--- src/rtl/data_memory_arbiter.sv ---
// -----------------------------------------------------------------------------
// data_memory_arbiter
//   Shares one single-port, byte-addressed 64-bit data memory between the CPU
//   load/store stage (cpu_*) and the program/debug loader (dma_*).
//   A request is accepted in IDLE and latched. It then gets exactly one memory
//   strobe cycle (ACCESS), and completes with a done pulse and registered read
//   data (DONE). Grant to done takes 2 cycles. A rejected access skips ACCESS,
//   so its done and error follow 1 cycle after the grant.
//   Arbitration is round-robin. On a tie the requester not granted last wins.
//
// Configuration macro:
//   ALIGN_CHECK_EN - when defined, addresses with address[2:0] != 0 are
//                    rejected in the same way as out-of-range addresses.
//
// Ports:
//   clock, reset           rising-edge clock, asynchronous active-high reset
//   cpu_req/dma_req        level requests, sampled only in IDLE
//   *_write                1 = store, 0 = load
//   *_address, *_wdata     byte address and store data of the 8-byte access
//   *_grant                1-cycle pulse when the command is latched
//   *_done                 1-cycle pulse when the access completes
//   *_rdata                load data while done (0 for a store or a reject)
//   error                  qualifies done: the access was rejected without a strobe
//   mem_read/mem_write     memory strobes, high only in ACCESS
//   mem_address/mem_wdata  latched command towards the memory
//   mem_rdata              combinational memory read data
// -----------------------------------------------------------------------------
module data_memory_arbiter #(
    parameter int MEM_SIZE   = 256,
    parameter int ADDR_WIDTH = 64,
    parameter int DATA_WIDTH = 64
) (
    input  logic                  clock,
    input  logic                  reset,
    input  logic                  cpu_req,
    input  logic                  cpu_write,
    input  logic [ADDR_WIDTH-1:0] cpu_address,
    input  logic [DATA_WIDTH-1:0] cpu_wdata,
    output logic                  cpu_grant,
    output logic                  cpu_done,
    output logic [DATA_WIDTH-1:0] cpu_rdata,
    input  logic                  dma_req,
    input  logic                  dma_write,
    input  logic [ADDR_WIDTH-1:0] dma_address,
    input  logic [DATA_WIDTH-1:0] dma_wdata,
    output logic                  dma_grant,
    output logic                  dma_done,
    output logic [DATA_WIDTH-1:0] dma_rdata,
    output logic                  error,
    output logic                  mem_read,
    output logic                  mem_write,
    output logic [ADDR_WIDTH-1:0] mem_address,
    output logic [DATA_WIDTH-1:0] mem_wdata,
    input  logic [DATA_WIDTH-1:0] mem_rdata
);

    localparam logic [1:0] ST_IDLE   = 2'd0;
    localparam logic [1:0] ST_ACCESS = 2'd1;
    localparam logic [1:0] ST_DONE   = 2'd2;

    // One bit wider than the address so that address+7 cannot wrap.
    localparam logic [ADDR_WIDTH:0] LAST_OFS_C  = (ADDR_WIDTH+1)'(7);
    localparam logic [ADDR_WIDTH:0] MEM_LIMIT_C = (ADDR_WIDTH+1)'(MEM_SIZE);

    logic [1:0]            state_q, state_d;
    logic                  owner_q;       // 1 = DMA owns the current access
    logic                  last_grant_q;  // 1 = DMA was granted last
    logic                  write_q;
    logic                  error_q;
    logic [ADDR_WIDTH-1:0] addr_q;
    logic [DATA_WIDTH-1:0] wdata_q;
    logic [DATA_WIDTH-1:0] rdata_q;

    logic                  any_req_s;
    logic                  sel_dma_s;
    logic                  req_write_s;
    logic [ADDR_WIDTH-1:0] req_addr_s;
    logic [DATA_WIDTH-1:0] req_wdata_s;
    logic                  reject_s;

    // Rejects an access whose last byte lies outside the memory, wrap included.
    function automatic logic out_of_range(input logic [ADDR_WIDTH-1:0] addr);
        logic [ADDR_WIDTH:0] last_byte;
        last_byte = {1'b0, addr} + LAST_OFS_C;
        return (last_byte >= MEM_LIMIT_C);
    endfunction

    // Round-robin select and mux of the winning command.
    always_comb begin
        any_req_s   = cpu_req | dma_req;
        // DMA wins alone, or on a tie when the CPU was granted last.
        sel_dma_s   = dma_req & (~cpu_req | ~last_grant_q);
        req_write_s = sel_dma_s ? dma_write   : cpu_write;
        req_addr_s  = sel_dma_s ? dma_address : cpu_address;
        req_wdata_s = sel_dma_s ? dma_wdata   : cpu_wdata;
`ifdef ALIGN_CHECK_EN
        reject_s    = out_of_range(req_addr_s) | (req_addr_s[2:0] != 3'd0);
`else
        reject_s    = out_of_range(req_addr_s);
`endif
    end

    // FSM state register.
    always_ff @(posedge clock or posedge reset) begin
        if (reset) begin
            state_q <= ST_IDLE;
        end else begin
            state_q <= state_d;
        end
    end

    // FSM next-state logic.
    always_comb begin
        state_d = state_q;
        case (state_q)
            ST_IDLE: begin
                if (any_req_s) begin
                    state_d = reject_s ? ST_DONE : ST_ACCESS;
                end else begin
                    state_d = ST_IDLE;
                end
            end
            ST_ACCESS: state_d = ST_DONE;
            ST_DONE:   state_d = ST_IDLE;
            default:   state_d = ST_IDLE;
        endcase
    end

    // FSM outputs. The grant is gated by reset because it decodes live request inputs.
    always_comb begin
        cpu_grant = 1'b0;
        dma_grant = 1'b0;
        cpu_done  = 1'b0;
        dma_done  = 1'b0;
        error     = 1'b0;
        mem_read  = 1'b0;
        mem_write = 1'b0;
        case (state_q)
            ST_IDLE: begin
                if (any_req_s && !reset) begin
                    cpu_grant = ~sel_dma_s;
                    dma_grant = sel_dma_s;
                end else begin
                    cpu_grant = 1'b0;
                    dma_grant = 1'b0;
                end
            end
            ST_ACCESS: begin
                mem_read  = ~write_q;
                mem_write = write_q;
            end
            ST_DONE: begin
                cpu_done = ~owner_q;
                dma_done = owner_q;
                error    = error_q;
            end
            default: begin
                cpu_grant = 1'b0;
            end
        endcase
        // rdata_q is cleared whenever ownership changes, so the non-owner always sees 0.
        cpu_rdata   = owner_q ? {DATA_WIDTH{1'b0}} : rdata_q;
        dma_rdata   = owner_q ? rdata_q : {DATA_WIDTH{1'b0}};
        mem_address = addr_q;
        mem_wdata   = wdata_q;
    end

    // Command latch at grant, and read-data capture at the end of ACCESS.
    always_ff @(posedge clock or posedge reset) begin
        if (reset) begin
            owner_q      <= 1'b0;
            last_grant_q <= 1'b1;
            write_q      <= 1'b0;
            error_q      <= 1'b0;
            addr_q       <= {ADDR_WIDTH{1'b0}};
            wdata_q      <= {DATA_WIDTH{1'b0}};
            rdata_q      <= {DATA_WIDTH{1'b0}};
        end else if (state_q == ST_IDLE && any_req_s) begin
            owner_q      <= sel_dma_s;
            last_grant_q <= sel_dma_s;
            write_q      <= req_write_s;
            error_q      <= reject_s;
            addr_q       <= req_addr_s;
            wdata_q      <= req_wdata_s;
            rdata_q      <= {DATA_WIDTH{1'b0}};
        end else if (state_q == ST_ACCESS && !write_q) begin
            rdata_q      <= mem_rdata;
        end else begin
            rdata_q      <= rdata_q;
        end
    end

endmodule
--- config.mk ---
export PLATFORM = sky130hd
export DESIGN_NAME = data_memory_arbiter
export DESIGN_NICKNAME = d
export VERILOG_FILES = /design/src/rtl/data_memory_arbiter.sv
export SDC_FILE = /design/constraint.sdc
export NUM_CORES = 1
export LEC_CHECK = 0
export BUFFER_PORTS_ARGS = -buffer_cell sky130_fd_sc_hd__buf_4
export CAP_MARGIN = 20
export CORE_AREA = 10 10 218 220
export CTS_BUF_LIST = sky130_fd_sc_hd__clkbuf_8 sky130_fd_sc_hd__clkbuf_16
export CTS_CLUSTER_DIAMETER = 40
export DETAILED_ROUTE_END_ITERATION = 8
export DIE_AREA = 0 0 228 230
export PLACE_DENSITY = 0.57
export SETUP_SLACK_MARGIN = 0.5
export SYNTH_ARGS = -nofsm -noshare
export SYNTH_HDL_FRONTEND = slang
export SYNTH_SLANG_ARGS = --single-unit
--- constraint.sdc ---
create_clock -name clock -period 14.3 [get_ports clock]
set_clock_uncertainty 0.05 [all_clocks]
set_input_delay 2.86 -clock clock [delete_from_list [all_inputs] [get_ports clock]]
set_output_delay 2.86 -clock clock [all_outputs]
set_load 0.005 [all_outputs]
=== After elaboration in Yosys (flattened, before gate mapping) ===
Index checks and enable logic that the tools add are counted.
W data, S select, Z words.

* Flip-flop bits (word level): 198
* Output and inout port bits: 263
* Logic and storage cells: 46
* Input bits: 326

* Add/sub/neg operators: 1
* Reduce and logical (&&, ||, !) cells: 7
* $lt $le $gt $ge: 1
* Equal/unequal tests: 2
* Muxes and demuxes: 19
* Bitwise logic cells: 8

{| class="wikitable"
|+ Operators by type and width
! operator !! number
|-
| $mux W64 || 6
|-
| $add A64 B3 Y65 const B || 1
|-
| $ge A65 B9 Y1 const B || 1
|-
| $mux W1 || 10
|-
| $not A1 Y1 || 5
|-
| $mux W2 || 2
|-
| $pmux W2 S2 || 1
|-
| $logic_and A1 B1 Y1 || 3
|-
| $eq A2 B1 Y1 const B || 1
|-
| $eq A2 B2 Y1 const B || 1
|-
| $logic_not A1 Y1 || 2
|-
| $logic_not A2 Y1 || 1
|-
| $or A1 B1 Y1 || 2
|-
| $reduce_bool A2 Y1 || 1
|-
| $and A1 B1 Y1 || 1
|}

=== Logic depth before layout (Yosys ltp) ===
* Depth after elaboration: 9
* Gate-level depth with buffers: 15
* Gate-level depth less buffers: 10

=== Least setup slack after synthesis ===
OpenSTA, ideal clock, no wires.

* Path type: input-to-output
* From: input dma_req
* To: output dma_grant
* Stages: 10
* Path slack: 6250 ps
* Required time: 11390 ps
* Data arrival time: 5140 ps
* Buffers on the path: 8
* Cells stage by stage: a21bo_2 > buf_6 > buf_2 > buf_2 > clkbuf_1 > clkbuf_1 > buf_1 > clkbuf_1 > clkbuf_1 > nor3_1

* Cells in the longest elaborated chain, start to end: 4
* Elaborated cells on any way between the ends: 5
* Classes of those cells: 2 x mux; 2 x bitwise; 1 x reduce/logical

{| class="wikitable"
|+ RTL lines
! element !! RTL line !! source
|-
| start: declaration || 42 || <nowiki>input logic dma_req,</nowiki>
|-
| $or A1 B1 Y1 || 90 || <nowiki>any_req_s = cpu_req | dma_req;</nowiki>
|-
| $logic_and A1 B1 Y1 || 140 || <nowiki>if (any_req_s && !reset) begin</nowiki>
|-
| $mux W1 * || 140 ||
|-
| $mux W1 * || 138 || <nowiki>case (state_q)</nowiki>
|-
| end: declaration || 46 || <nowiki>output logic dma_grant,</nowiki>
|}

Every way passes the cells marked *; elsewhere a longest branch is shown, timed or not.

=== Final worst setup path ===
* From: input cpu_req
* To: register error_q

* Cells in the longest elaborated chain, start to end: 6
* Elaborated cells on any way between the ends: 8
* Classes of those cells: 1 x add/sub; 1 x order compare; 1 x mux; 4 x bitwise; 1 x reduce/logical

{| class="wikitable"
|+ RTL lines
! element !! RTL line !! source
|-
| start: declaration || 35 || <nowiki>input logic cpu_req,</nowiki>
|-
| $not A1 Y1 || 92 || <nowiki>sel_dma_s = dma_req & (~cpu_req | ~last_grant_q);</nowiki>
|-
| $or A1 B1 Y1 || 92 ||
|-
| $and A1 B1 Y1 || 92 ||
|-
| $mux W64 || 94 || <nowiki>req_addr_s = sel_dma_s ? dma_address : cpu_address;</nowiki>
|-
| $add A64 B3 Y65 || 84 || <nowiki>last_byte = {1'b0, addr} + LAST_OFS_C;</nowiki>
|-
| $ge A65 B9 Y1 || 85 || <nowiki>return (last_byte >= MEM_LIMIT_C);</nowiki>
|-
| end signal: assignment || 182 || <nowiki>error_q <= reject_s;</nowiki>
|-
| end: declaration || 69 || <nowiki>logic error_q;</nowiki>
|}

Several ways; a longest one is shown, not always the timed one.
A chain may end at the register's enable or synchronous reset.

==> implementation parameters <==
Parameter                              Value

Routing
  Final routed wirelength across all metal layers ... 57550 µm
  Initial detailed-routing violation count ... 1238
  Per-cell via count in the routed design ... 4.972
  Antenna Nets Post-Route ... 0
  Wirelength per Cell ... 21.98 µm
  Pre-antenna DRT Iters ... 7
  DRC ... 0
  Via count ... 13020

STA
  Final Cycle Share ... 52.66%
  Pin slew with the least headroom to its limit ... 1.097 ns
  Max-slew headroom at the worst pin ... 26.89%
  Number of failing setup endpoints in the final timing report ... 0
  Crit path time final ... 7.530 ns
  Maximum achievable frequency ... 132.8 MHz
  Max-slew violation count ... 0
  Setup repair after global routing missed its margin ... no
  Final worst setup slack ... 6.770 ns
  Setup TNS ... 0 ns
  Hold Violations, Final ... 0

Setup path
  Worst Path Required ... 14.57 ns
  Number of buffers and inverters on the critical path ... 3
  Worst-path cell chain ... buf_4 > a21boi_4 > buf_4 > buf_4 > o221ai_2 > nor4_4 > xnor2_1 > a211o_1 > or4_1 > or4_1 > nor4_2 > a21oi_1
  Slowest CP cell ... buf_4
  Critical Path End Type ... flip-flop
  Most frequent cell on the critical path ... buf_4
  Highest fanout seen on the critical path ... 81
  Type of the worst setup path ... in -> reg
  Startpoint type of the worst setup path ... input pin
  Data arrival time of the critical path ... 7.80 ns
  Crit path largest cell delay ... 0.76 ns
  Dominant delay contributor by cell family on the critical path ... simple AND/OR/NAND/NOR gates

Global routing
  GRT Resource Usage Total ... 20.90%
  Total gr overflow ... 0
  Wire length of the first global-routing pass ... 84730 µm
  Initial antenna violation count ... 1
  Via count of the first global-routing pass ... 12530
  Pin count of the biggest net entering global routing ... 132

Pwr
  Leakage dissipation ... 7.969 nW
  Power Density ... 98.88 nW/µm²
  Max VDD drop ... 0.08147 mV

Outcome
  Status ... finished clean

Logic synthesis
  Netlist cell types ... 62
  Proportion of synthesized flip-flops having asynchronous set or reset ... 100.0%
  Yosys warns ... 0
  Most area-hungry cell type in the Yosys netlist ... dfrtp_1
  Dominant register cell in the synthesized netlist ... dfrtp_1
  Portion of synthesized cell area occupied by the leading cell type ... 41.86%
  Post-Synthesis Cells ... 1502
  Number of flops mapped to enable cells by yosys ... 0
  Top post-synthesis cells by area ... dfrtp_1 42%, nand2_1 12%, a31oi_1 4.9%
  Most repeated cell in the gate-level netlist after synthesis ... nand2_1
  Sequential element share of the synthesized area ... 42.08%
  Net count after synthesis ... 1828
  Most numerous cell types in the synthesized netlist ... 391 x nand2_1, 197 x dfrtp_1, 129 x nor2_1, 92 x a31oi_1
  Mean instance size in the synthesized netlist ... 7.841 µm²
  Number of synthesized register bits ... 198
  Cell area after synthesis ... 11780 µm²

Placed design
  Worst Setup Slack post-DPL ... 6.266 ns
  Final estimated routing congestion in global placement ... 0.8987
  Total half-perimeter wirelength after legalization and detailed placement ... 46030 µm
  I/O Buffers ... 588

Clocking
  Resized cells post-CTS ... 0
  Clk pin slew, worst setup/hold paths ... 0.07 ns
  H-Tree Depth ... 4
  Root Driver ... clkbuf_16
  Number of sinks on the clock net ... 198
  # hold bufs at CTS ... 0
  Clock network latency to the later pin of the worst-skew pair ... 0.48 ns
  CTS tree ... built
  Buffers from clock root to sink, at most ... 2
  Post-CTS setup buffer count ... 0
  Num CTS Buffers ... 17

Floorplan
  Top-level I/O count ... 589
  Floorplan Core Area ... 42890 µm²
  Initial core utilization ... 27.46%
  Std-Cell Rows ... 76
  Total Die Area ... 52440 µm²
  Die height ... 230 µm
  Overall die width ... 228 µm

Min path
  Kind of path behind the tightest hold check ... reg -> reg

Layout
  Fraction of final layout cells with drive strength greater than 1 ... 32.19%
  Net count reported at finish ... 2345
  Relative area change from synthesis to final layout ... 46.48%

Job
  Max-cap violations ... 0
[report_power, final]
group / switching [mW] / leakage (nW) / internal (mW)
clock: 0.248 / 0.301 / 0.273
combinational: 0.255 / 5.23 / 0.227
sequential: 0.0637 / 2.44 / 0.639
[cells in the final DEF, fill, tap and decap left out, types with 7 or more instances in the layout]
master	instances
nand4_1	22
o22ai_1	9
mux2i_1	45
clkbuf_16	17
a21oi_1	80
a31oi_1	92
nor2_1	129
o21ai_0	55
and3_1	12
nand2_1	391
nor4_1	13
nand3_1	50
or4_1	7
buf_4	600
nor2b_1	67
nor3_1	36
and2_1	69
xnor2_1	16
xor2_1	13
dfrtp_1	196
inv_1	8
[final timing paths]
path,slack [ns],cells after the start,endpoint,start
hold reg to reg,0.43,2,mem_address[63],mem_address[63]
min in group asynchronous,2.42,2,mem_address[29],reset
hold / removal,0.43,2,mem_address[63],mem_address[63]
setup / recovery,6.77,12,error_q,cpu_req
max in group asynchronous,10.40,3,rdata_q[27],reset
setup reg to reg,8.88,11,error_q,last_grant_q
[kinds of logic after synthesis]
family          Yosys count  share of synthesized area (%)
simple gates            830                          33.07
compound gates          284                          14.61
flops                   198                          42.08
buf+inv                 112                          3.878
mux                      49                          4.207
xor+xnor                 29                          2.157
[routing by layer]
| layer | wire length, µm | GRT usage (%) | up-vias |
|---|---|---|---|
| li1 | - | - | 6198 |
| met1 | 24000 | 25.42 | 6232 |
| met2 | 28590 | 36.12 | 542 |
| met3 | 4222 | 5.725 | 45 |
| met4 | 741 | 4.645 | 0 |
| met5 | 0 | 0 | - |
[per-stage QoR]
step	instance area, µm²	power [mW]	hold WS (ns)	cells	utilization (%)
after detailed placement	16630	1.203	0.4223	2585	38.77
after global routing	17250	1.800	0.4680	2618	40.23
after global placement	16630	1.198	0.4162	2585	38.77
after CTS	17250	1.728	0.4394	2617	40.22
final	17250	1.706	0.4316	2618	40.23
after floorplan	11780	0.8997	0.4233	1502	-
[state kept, by name (all words and copies together) (netlist names)]
name and flops:
state_q 2, owner_q 1, error_q 1, rdata_q 64, write_q 1, mem_address 64
mem_wdata 64, last_grant_q 1
[cell type report]
class / count / area [µm²]
clock inverters: 13 / 167.7
fillers: 4448 / 25630
inverters: 10 / 45.04
diodes: 1 / 2.502
multi-input cells: 1192 / 6387
clock buffers: 19 / 452.9
repair buffers: 600 / 4504
flip-flops and latches: 198 / 4960
well taps: 585 / 732.0
[worst min-delay path: stages (launching register included)]
cell	delay (ns)
dfrtp_1	0.34
nand2_1	0.05
o21ai_0	0.06
Power figures use the tool's default switching activity.
